File: src/rtl/sync_debounce.sv
// sync_debounce: glitch filter with registered rise/fall strobes for a synchronized 1-bit level
module sync_debounce #(
  parameter int unsigned CYCLES      = 4,
  parameter logic        RESET_LEVEL = 1'b0
) (
  input  logic clk,
  input  logic reset,
  input  logic tick,
  input  logic din,
  output logic dout,
  output logic rise,
  output logic fall
);
  localparam int W = $clog2(CYCLES + 1);
  localparam logic [W-1:0] LAST = W'(CYCLES - 1);
  logic [W-1:0] cnt_q, cnt_d;
  logic dout_q, dout_d, rise_q, rise_d, fall_q, fall_d;
  logic diff, done;
  always_comb begin
    diff   = din ^ dout_q;
    done   = diff & tick & (cnt_q == LAST);
    cnt_d  = !diff ? '0 : !tick ? cnt_q : done ? '0 : cnt_q + 1'b1;
    dout_d = done ? din : dout_q;
    rise_d = done & din;
    fall_d = done & ~din;
  end
  always_ff @(posedge clk) begin
    if (reset) begin
      cnt_q  <= '0;
      dout_q <= RESET_LEVEL;
      rise_q <= 1'b0;
      fall_q <= 1'b0;
    end else begin
      cnt_q  <= cnt_d;
      dout_q <= dout_d;
      rise_q <= rise_d;
      fall_q <= fall_d;
    end
  end
  assign dout = dout_q;
  assign rise = rise_q;
  assign fall = fall_q;
endmodule
File: config.mk
export PLATFORM = sky130hd
export DESIGN_NAME = sync_debounce
export DESIGN_NICKNAME = d
export VERILOG_FILES = /design/src/rtl/sync_debounce.sv
export SDC_FILE = /design/constraint.sdc
export NUM_CORES = 1
export LEC_CHECK = 0
export CELL_PAD_IN_SITES_DETAIL_PLACEMENT = 0
export CELL_PAD_IN_SITES_GLOBAL_PLACEMENT = 1
export CORE_AREA = 2 2 39 41
export CTS_CLUSTER_SIZE = 24
export DETAILED_ROUTE_END_ITERATION = 7
export DIE_AREA = 0 0 41 43
export PLACE_DENSITY_LB_ADDON = 0.1
export SYNTH_ARGS = -nofsm -noshare
export SYNTH_HDL_FRONTEND = slang
export SYNTH_SLANG_ARGS = --single-unit
File: constraint.sdc
create_clock -name clk -period 1.2 [get_ports clk]
set_clock_uncertainty 0.15 [all_clocks]
set_input_delay 0.18 -clock clk [delete_from_list [all_inputs] [get_ports clk]]
set_output_delay 0.18 -clock clk [all_outputs]
set_load 0.01 [all_outputs]
==> results.toml <==
[hold_path]
holdPathStages = 2
hp-start = "cnt_q[2]$_SDFFE_PP0P_"
hold_path_class = "reg -> reg"
whs_endpoint = "cnt_q[2]$_SDFFE_PP0P_"

[yosys]
synth_common_cells = "dfxtp_1 (6), nor2_1 (4), nand2b_1 (3)"
ys_types = 11
synth_area_leader_cell = "dfxtp_1"
synth_most_common_cell = "dfxtp_1"
synthTopCellsByArea = "dfxtp_1 (50%), mux2i_1 (8.3%), nand2b_1 (7.8%)"
synth.cell_area_um2 = 240
netlist_instances = 25
synth.top_cell.area_share_pct = 50.0
ys_ff_latch = 6
synth_edf_count = 0
seq_area_frac_synth_pct = 50.0
synthFlopType = "dfxtp_1"
synth-async-reset-ratio_pct = 0
synth_warnings = 0
synth_nets = 30
syn_area_per_cell_um2 = 9.61

[outcome]
status = "completed"

[global_route]
grt_first_pass_wirelength_um = 621
grt_pass1_vias = 146
antenna_found_initial = 0
grtUsageTotal_pct = 6.02
grt_max_degree = 6
grt_overflow_total = 0

[timing]
tns_ns = 0
slew_viol_final = 0
period_share_pct = 95.9
slew_headroom_pct = 87.4
finalHoldViolCount = 0
rsz0062_at_grt = "false"
setup_viol = 0
worst_slew_pin_slew_ns = 0.189
fmax_mhz = 869
min_period_ns = 1.15

[final_layout]
drive_gt1_share_pct = 20.0
fin_nets = 42
n_antenna_cell = 0
area_delta_synth_final_pct = 45.8
final_cell_area_um2 = 350

[route]
routed_wl_um = 421
ant_nets = 0
drtIter0Drc = 2
first_pass_iters = 2
wire_per_inst_um = 8.25
detailroute.via_count = 196
drt-vias-per-instance = 3.84
route.detailed.drc = 0

[worst_setup_path]
cp_top_family = "flip-flops"
ff2ff_setup_slack_ns = 0.08
cp_max_fo = 2
cp_data_arrival_time_ns = 0.82
slowest_delay_ns = 0.32
path_buf_inv = 1
start_kind = "flop"
cpMaxStageDelayCell = "dfxtp_1"
r2r_cells = 4
criticalPathCategory = "reg -> out"
critPathRequiredTime_ns = 0.87
r2r-start = "cnt_q[0]$_SDFFE_PP0P_"
crit-reg2reg-capture = "dout$_SDFFE_PP0P_"
crit_chain = "dlygate4sd2_1"
cp-end-kind = "output pin"

[clocking]
clk_pin_slew_ns = 0.05
clockRootBuffer = "clkbuf_4"
cts_buffers = 3
h-tree-depth = 1
tritoncts = "yes"
clock_latency_ns = 0.25
cts_sinks = 6
clockBufferDepth = 2

[floorplan]
die_h_um = 43
die_area_um2 = 1760
floorplan.initialDensity_pct = 17.4
rows = 14
die_x_um = 41
core_area_um2 = 1380
io_pins = 7

[placed_design]
place_area_um2 = 328
place_congestion = 0.697
hpwl_um = 333
placement.io_buffers = 6

[pwr]
ir_drop_uv = 318
p_per_area_nw_per_um2 = 1200
power_leakage_uw = 0.000153
power.total_uw = 420

[job]
cap_violations = 0
[cells in the final DEF, fill, tap and decap left out, drive strengths merged]
cell	count
a21o	1
a21oi	1
buf	1
clkbuf	3
clkdlybuf4s50	3
dfxtp	6
dlygate4sd2	3
ha	1
mux2i	2
nand2	2
nand2b	3
nand3b	1
nor2	4
nor2b	2
nor3	2
[worst max-delay path by stage]
stage	cells past startpoint	startpoint	slack, ns	to
floorplan	4	cnt_q[0]$_SDFFE_PP0P_	0.1	dout$_SDFFE_PP0P_
global placement	4	tick	-0.17	dout$_SDFFE_PP0P_
detailed placement	4	tick	-0.16	dout$_SDFFE_PP0P_
CTS	4	cnt_q[0]$_SDFFE_PP0P_	0.02	dout$_SDFFE_PP0P_
global route	4	cnt_q[0]$_SDFFE_PP0P_	0.005	dout$_SDFFE_PP0P_
finish	1	dout$_SDFFE_PP0P_	0.05	dout
[timing repair]
action / 4_1_cts / 5_1_grt
hold endpoints to repair: 0 / 0
hold buffers: 0 / 0
resized for setup: 3 / 2
setup buffers: 0 / 0
endpoints found under the setup margin: 3 / 1
[sequential cells by signal (all words and copies together) (netlist names)]
name	flops
fall	1
cnt_q	3
rise	1
dout	1
[area by class of cell]
class / count / area (µm²)
timing repair buffer: 7 / 63.8
tap: 16 / 20.0
clock buffer: 3 / 22.5
sequential: 6 / 121
multi-input combinational: 19 / 123
fill: 148 / 1030
[metal layers]
metal / vias up / global-route usage (%) / wire length [µm]
met3: 2 / 3.14 / 24
met1: 86 / 7.40 / 195
met5: - / 0 / 0
met4: 0 / 8.00 / 15
li1: 103 / - / -
met2: 5 / 5.94 / 185
[power breakdown]
group	internal (µW)	total [µW]	switching, µW	leakage, µW
combinational	15.6	26.3	10.7	0.0000903
clock	113	190	76.6	0.0000138
sequential	202	204	1.47	0.0000489
[through the flow]
step	instances	setup slack [ns]	hold WS [ns]	utilization [%]
after floorplan	25	0.0988	0.102	-
after global placement	48	-0.168	0.293	23.7
after detailed placement	48	-0.159	0.278	23.7
after CTS	51	0.0247	0.285	25.0
after global routing	51	0.00541	0.319	25.3
final	51	0.0493	0.283	25.3
[logic make-up after synthesis]
| logic type | count (synthesis) | share of synthesized area, % |
|---|---|---|
| multiplexers | 2 | 8.33 |
| adder cells (fa/ha/maj) | 1 | 5.21 |
| flip-flops | 6 | 50.0 |
| AND/OR/NAND/NOR | 14 | 31.2 |
| AO/OA/AOI/OAI | 2 | 5.21 |
(Power assumes the default switching activity.)
